### src/rtl/blram_loader.sv
// ---------------------------------------------------------------------------
// blram_loader
//
// Byte-stream loader for the 16-bit block RAM write port. Bytes arrive over a
// valid/ready handshake, are packed in pairs (first byte = low byte) into
// 16-bit words and written to consecutive RAM addresses starting at a base
// address. o_busy covers the whole transfer so the CPU can be kept off the
// RAM. Every output is registered.
//
// Optional feature (compile-time macro LOADER_CHECKSUM_EN):
//   An 8-bit running sum of all accepted data bytes is kept. After the last
//   word one extra byte is accepted and compared against that sum; a
//   difference raises o_err. With the macro undefined there is neither a
//   checksum state nor a sum register.
//
// Parameters
//   SIZE   RAM address width (must match the RAM)
//   DEPTH  RAM depth in words (must equal 2**SIZE)
//
// Ports
//   clk            in   system clock, rising edge
//   rst            in   asynchronous reset, active low
//   i_start        in   one-cycle pulse starting a load (ignored while busy)
//   i_base_addr    in   first word address, sampled on i_start
//   i_word_count   in   number of words to load (0..DEPTH), sampled on i_start
//   i_byte_valid   in   upstream byte valid
//   i_byte         in   upstream byte
//   o_byte_ready   out  loader accepts a byte this cycle
//   o_we           out  RAM write enable (one cycle per word)
//   o_addr         out  RAM word address
//   o_ram_data_in  out  RAM write data
//   o_busy         out  load in progress
//   o_done         out  one-cycle pulse at the end of a load
//   o_err          out  sticky error (address wrap / checksum), cleared by
//                       the next accepted i_start
// ---------------------------------------------------------------------------
module blram_loader #(
  parameter int SIZE  = 13,
  parameter int DEPTH = 8192
) (
  input  logic            clk,
  input  logic            rst,
  input  logic            i_start,
  input  logic [SIZE-1:0] i_base_addr,
  input  logic [SIZE:0]   i_word_count,
  input  logic            i_byte_valid,
  input  logic [7:0]      i_byte,
  output logic            o_byte_ready,
  output logic            o_we,
  output logic [SIZE-1:0] o_addr,
  output logic [15:0]     o_ram_data_in,
  output logic            o_busy,
  output logic            o_done,
  output logic            o_err
);

  // Highest word address; reaching it with words still to go means the next
  // address wraps to zero.
  localparam logic [SIZE-1:0] LAST_ADDR = SIZE'(DEPTH - 1);

`ifdef LOADER_CHECKSUM_EN
  typedef enum logic [2:0] {
    S_IDLE = 3'd0,
    S_LO   = 3'd1,
    S_HI   = 3'd2,
    S_WR   = 3'd3,
    S_CSUM = 3'd4,
    S_DONE = 3'd5
  } state_t;
`else
  typedef enum logic [2:0] {
    S_IDLE = 3'd0,
    S_LO   = 3'd1,
    S_HI   = 3'd2,
    S_WR   = 3'd3,
    S_DONE = 3'd5
  } state_t;
`endif

  state_t          state_q,    state_d;
  logic [SIZE-1:0] cur_addr_q, cur_addr_d;
  logic [SIZE:0]   count_q,    count_d;
  logic [7:0]      low_q,      low_d;
  logic            ready_q,    ready_d;
  logic            we_q,       we_d;
  logic [SIZE-1:0] addr_q,     addr_d;
  logic [15:0]     data_q,     data_d;
  logic            busy_q,     busy_d;
  logic            done_q,     done_d;
  logic            err_q,      err_d;
`ifdef LOADER_CHECKSUM_EN
  logic [7:0]      sum_q,      sum_d;
`endif

  logic hs_s;

  // A byte moves when upstream is valid and the registered ready is high.
  assign hs_s = i_byte_valid & ready_q;

  // Next-state and next-output computation for the load sequencer.
  always_comb begin
    state_d    = state_q;
    cur_addr_d = cur_addr_q;
    count_d    = count_q;
    low_d      = low_q;
    ready_d    = ready_q;
    we_d       = 1'b0;          // write strobe lasts a single cycle
    addr_d     = addr_q;
    data_d     = data_q;
    busy_d     = busy_q;
    done_d     = 1'b0;          // done is a single-cycle pulse
    err_d      = err_q;
`ifdef LOADER_CHECKSUM_EN
    sum_d      = sum_q;
`endif

    case (state_q)
      S_IDLE: begin
        ready_d = 1'b0;
        if (i_start) begin
          cur_addr_d = i_base_addr;
          count_d    = i_word_count;
          err_d      = 1'b0;
          busy_d     = 1'b1;
`ifdef LOADER_CHECKSUM_EN
          sum_d      = 8'h00;
`endif
          if (i_word_count == (SIZE+1)'(0)) begin
`ifdef LOADER_CHECKSUM_EN
            state_d = S_CSUM;
            ready_d = 1'b1;
`else
            state_d = S_DONE;
            ready_d = 1'b0;
`endif
          end else begin
            state_d = S_LO;
            ready_d = 1'b1;
          end
        end else begin
          state_d = S_IDLE;
        end
      end

      S_LO: begin
        if (hs_s) begin
          low_d   = i_byte;
`ifdef LOADER_CHECKSUM_EN
          sum_d   = sum_q + i_byte;
`endif
          state_d = S_HI;
        end else begin
          state_d = S_LO;
        end
      end

      S_HI: begin
        if (hs_s) begin
          data_d  = {i_byte, low_q};
          addr_d  = cur_addr_q;
          we_d    = 1'b1;
          ready_d = 1'b0;
`ifdef LOADER_CHECKSUM_EN
          sum_d   = sum_q + i_byte;
`endif
          state_d = S_WR;
        end else begin
          state_d = S_HI;
        end
      end

      S_WR: begin
        // The write is on the bus during this cycle; advance the pointer.
        cur_addr_d = cur_addr_q + SIZE'(1);
        count_d    = count_q - (SIZE+1)'(1);
        if (count_q != (SIZE+1)'(1)) begin
          state_d = S_LO;
          ready_d = 1'b1;
          // More words to come but the address is about to roll over.
          if (cur_addr_q == LAST_ADDR) begin
            err_d = 1'b1;
          end else begin
            err_d = err_q;
          end
        end else begin
`ifdef LOADER_CHECKSUM_EN
          state_d = S_CSUM;
          ready_d = 1'b1;
`else
          state_d = S_DONE;
          ready_d = 1'b0;
`endif
        end
      end

`ifdef LOADER_CHECKSUM_EN
      S_CSUM: begin
        if (hs_s) begin
          if (i_byte != sum_q) begin
            err_d = 1'b1;
          end else begin
            err_d = err_q;
          end
          ready_d = 1'b0;
          state_d = S_DONE;
        end else begin
          state_d = S_CSUM;
        end
      end
`endif

      S_DONE: begin
        done_d  = 1'b1;
        busy_d  = 1'b0;
        ready_d = 1'b0;
        state_d = S_IDLE;
      end

      default: begin
        state_d = S_IDLE;
        ready_d = 1'b0;
        busy_d  = 1'b0;
      end
    endcase
  end

  // State and output registers; reset abandons any transfer in progress.
  always_ff @(posedge clk or negedge rst) begin
    if (!rst) begin
      state_q    <= S_IDLE;
      cur_addr_q <= {SIZE{1'b0}};
      count_q    <= {(SIZE+1){1'b0}};
      low_q      <= 8'h00;
      ready_q    <= 1'b0;
      we_q       <= 1'b0;
      addr_q     <= {SIZE{1'b0}};
      data_q     <= 16'h0000;
      busy_q     <= 1'b0;
      done_q     <= 1'b0;
      err_q      <= 1'b0;
`ifdef LOADER_CHECKSUM_EN
      sum_q      <= 8'h00;
`endif
    end else begin
      state_q    <= state_d;
      cur_addr_q <= cur_addr_d;
      count_q    <= count_d;
      low_q      <= low_d;
      ready_q    <= ready_d;
      we_q       <= we_d;
      addr_q     <= addr_d;
      data_q     <= data_d;
      busy_q     <= busy_d;
      done_q     <= done_d;
      err_q      <= err_d;
`ifdef LOADER_CHECKSUM_EN
      sum_q      <= sum_d;
`endif
    end
  end

  assign o_byte_ready  = ready_q;
  assign o_we          = we_q;
  assign o_addr        = addr_q;
  assign o_ram_data_in = data_q;
  assign o_busy        = busy_q;
  assign o_done        = done_q;
  assign o_err         = err_q;

endmodule
### config.mk
export PLATFORM = sky130hd
export DESIGN_NAME = blram_loader
export DESIGN_NICKNAME = d
export VERILOG_FILES = /design/src/rtl/blram_loader.sv
export SDC_FILE = /design/constraint.sdc
export NUM_CORES = 1
export LEC_CHECK = 0
export BUFFER_PORTS_ARGS = -buffer_cell sky130_fd_sc_hd__buf_2
export CORE_MARGIN = 2
export CORE_UTILIZATION = 38
export DETAILED_ROUTE_END_ITERATION = 8
export SLEW_MARGIN = 20
export SYNTH_ARGS = -nofsm -noshare
export SYNTH_HDL_FRONTEND = slang
export SYNTH_SLANG_ARGS = --single-unit
### constraint.sdc
create_clock -name clk -period 5.4 [get_ports clk]
set_input_delay 1.08 -clock clk [delete_from_list [all_inputs] [get_ports clk]]
set_output_delay 1.08 -clock clk [all_outputs]
set_load 0.01 [all_outputs]
==> flow_summary.toml <==
[status]
status = "finished, final reports clean"

[setup_path]
cp.arrival_ns = 2.54
rr_startpoint = "state_q[1]"
regToRegSetupSlack_ns = 3.21
critPathCaptureType = "flip-flop"
crit_chain = "buf_2, nand2_1, nor4b_2, mux2_2"
worst_path_max_delay_cell = "nor4b_2"
r2r-end = "count_q[9]"
cp.required_ns = 5.63
startpoint = "i_byte_valid"
critical_path_class = "in -> reg"
path_buf_inv = 1
critPathTopFamily = "simple AND/OR/NAND/NOR gates"
worstSetupStartpointType = "primary input"
reg2regPathDepth = 4
cp_slowest_stage_delay_ns = 0.84
crit_fanout = 9

[power_and_ir_drop]
p_per_area_nw_per_um2 = 540
combPwrFrac_pct = 33.6
power.switching_mw = 0.763
p_int_mw = 1.35
pwr-share-seq_pct = 45.6
leakagePower_nw = 1.79
p_clk_share_pct = 20.8
switching_share_pct = 36.2
ir_drop_mv = 0.204

[yosys]
yosys.area_share.simple_pct = 15.4
synth.avg_cell_area_um2 = 11.8
synth_edf_count = 0
synth-compound-area-share_pct = 11.5
ys_warn_count = 0
synthAdderAreaFrac_pct = 1.16
synth_top_family_by_area = "simple AND/OR/NAND/NOR gates"
seq_area_frac_synth_pct = 55.7
ys.flop_type = "dfrtp_1"
postSynthCellCount = 275
async_flop_share_pct = 100
netlist_area_um2 = 3230
yosys.area_share.xor_xnor_pct = 0.271
synth_seq_cells = 72
muxShareOfSynthArea_pct = 13.5
syn_nets = 317
ys_types = 47

[sta]
fmaxAchievable_mhz = 434
period_share_pct = 42.7
setup_ws_ns = 3.09
rsz0062_at_grt = "no"
drv_slew = 0
finalHoldViolCount = 0
period_minus_slack_ns = 2.31
worst_pin_slew_ns = 1.00
finalSetupViolCount = 0
relSlewSlack_pct = 32.9
fin_setup_tns_ns = 0
skew_ns = 0.00793

[drt]
highest_layer = "met4"
wirelength_met1_mm = 3.60
vias_per_cell = 5.36
antenna_left = 0
drtPass1Iterations = 4
avgRoutedWirePerCell_um = 15.6
drc_errors = 0
wl_met2_mm = 3.07
drtIter0Drc = 55
routed-wl-met3_um = 400
num_vias = 2458
wl_mm = 7.17

[grt]
grt_usage_pct = 16.8
antenna_found_initial = 0
gr-total-overflow = 0
grt_max_degree = 40
grt_pass1_wl_mm = 11.6
first_global_vias = 2329

[cts]
cts_setup_buffers = 0
cts_root_buf = "clkbuf_8"
cts-htree-levels = 3
cts_resized = 0
hold_buffers = 0
numCtsBuffers = 9
path_clk_slew_ns = 0.08
numClockSinks = 72
clk_path_buf_depth = 2
clk_latency_ns = 0.35
cts_tree = "done"

[cells_and_area]
multi_input_area_um2 = 1350
drive_above_1_share_pct = 37.9
utilization_pct = 47.5
antenna_cells = 0
fillers = 781
regArea_um2 = 1800
areaGrowthSynthToFinish_pct = 20.7
nets = 391

[floorplan]
fp.dieArea_um2 = 9270
row_count = 33
start_util_pct = 39.4
dieWidth_um = 96.3
ioPinCount = 73
dieHeight_um = 96.3
core_um2 = 8220

[min_path]
hold_end = "o_err"
worstHoldStart = "o_err"
whs_path_depth = 2
hp-class = "reg -> reg"

[placement]
gp_congestion = 0.781
portBuffers = 72
dp_slack_ns = 2.72
hpwl_mm = 4.93

[run]
drv_cap = 0
[worst register-to-register path, stage by stage (launching register included)]
cell      delay [ns]
dfrtp_1         0.57
and3b_1         0.60
nand2_1         0.33
o41a_1          0.39
a211oi_1        0.22
[per-stage QoR]
step	cell area [µm²]	hold WS (ns)	power (mW)	cells
global route	3900	0.514	2.28	459
floorplan	3230	0.477	1.43	275
global placement	3690	0.461	1.66	442
detailed placement	3690	0.468	1.69	442
finish	3900	0.481	2.11	459
CTS	3890	0.486	2.13	458
[cells in the mapped netlist, drive strengths merged, types with 3 or more instances]
cell type,n,area [µm²]
nand3,7,35.0
a211oi,3,22.5
o311ai,6,52.6
nand2,29,109
dfrtp,72,1800
and3,4,25.0
nor2,19,73.8
nand4,7,43.8
nor4,6,37.5
o211ai,10,75.1
mux2,37,417
clkbuf,5,18.8
ha,3,37.5
buf,8,40.0
inv,6,22.5
a21oi,3,15.0
o21ai,6,30.0
[worst max-delay path by stage]
| stage | slack, ns | depth (start not counted) | to |
|---|---|---|---|
| 2_1_floorplan | 3.11 | 3 | low_q[0] |
| 3_3_place_gp | 2.77 | 3 | cur_addr_q[11] |
| 3_5_place_dp | 2.72 | 3 | cur_addr_q[11] |
| 4_1_cts | 3.08 | 4 | low_q[2] |
| 5_1_grt | 2.97 | 4 | count_q[12] |
| 6_report | 3.09 | 4 | low_q[4] |
[cell type report]
class	instances	area share, %
inverter	6	0.577
sequential	72	46.2
clock inverter	7	2.02
tap	105	3.37
timing repair buffer	76	10.1
clock buffer	9	3.17
multi-input combinational	184	34.6
[power by group through the flow]
stage | sequential, mW | combinational (mW) | clock (mW)
final | 0.963 | 0.708 | 0.438
after global routing | 1.00 | 0.799 | 0.479
after CTS | 0.966 | 0.714 | 0.453
after detailed placement | 0.976 | 0.712 | 0
after global placement | 0.966 | 0.693 | 0
after floorplan | 0.961 | 0.473 | 0
[state kept, by name, summed over array words and instances, names as in the netlist]
| register | cells |
|---|---|
| count_q | 14 |
| cur_addr_q | 13 |
| low_q | 8 |
| o_addr | 13 |
| o_busy | 1 |
| o_byte_ready | 1 |
| o_done | 1 |
| o_err | 1 |
| o_ram_data_in | 16 |
| o_we | 1 |
| state_q | 3 |
[cell families (layout without fill, tap and decap cells)]
kind of cell / after synthesis / count (layout)
buf+inv: 19 / 98
mux: 39 / 39
fa+ha+maj: 3 / 3
flops: 72 / 72
compound gates: 48 / 48
xor+xnor: 1 / 1
simple gates: 93 / 93
[routing by layer]
metal  GRT usage (%)  vias to the layer above
met1            24.0                     1204
met2            24.3                       66
met4            5.71                        0
met3            4.70                        9
li1                -                     1179
met5               0                        -
[cell usage in the layout, fill, tap and decap left out, types with 3 or more instances in the layout]
| cell | Yosys | routed |
|---|---|---|
| a21oi_1 | 3 | 3 |
| a211oi_1 | 3 | 3 |
| ha_1 | 3 | 3 |
| buf_4 | 0 | 3 |
| inv_1 | 6 | 6 |
| nor2_1 | 18 | 18 |
| nand4_1 | 7 | 7 |
| o311ai_0 | 6 | 6 |
| buf_2 | 8 | 72 |
| o21ai_0 | 6 | 6 |
| and3_1 | 4 | 4 |
| nand2_1 | 29 | 29 |
| clkinv_4 | 0 | 3 |
| dfrtp_1 | 72 | 72 |
| nand3_1 | 7 | 7 |
| o211ai_1 | 10 | 10 |
| mux2_2 | 37 | 37 |
| clkbuf_8 | 0 | 9 |
| nor4_1 | 6 | 6 |
(Power assumes the default switching activity.)
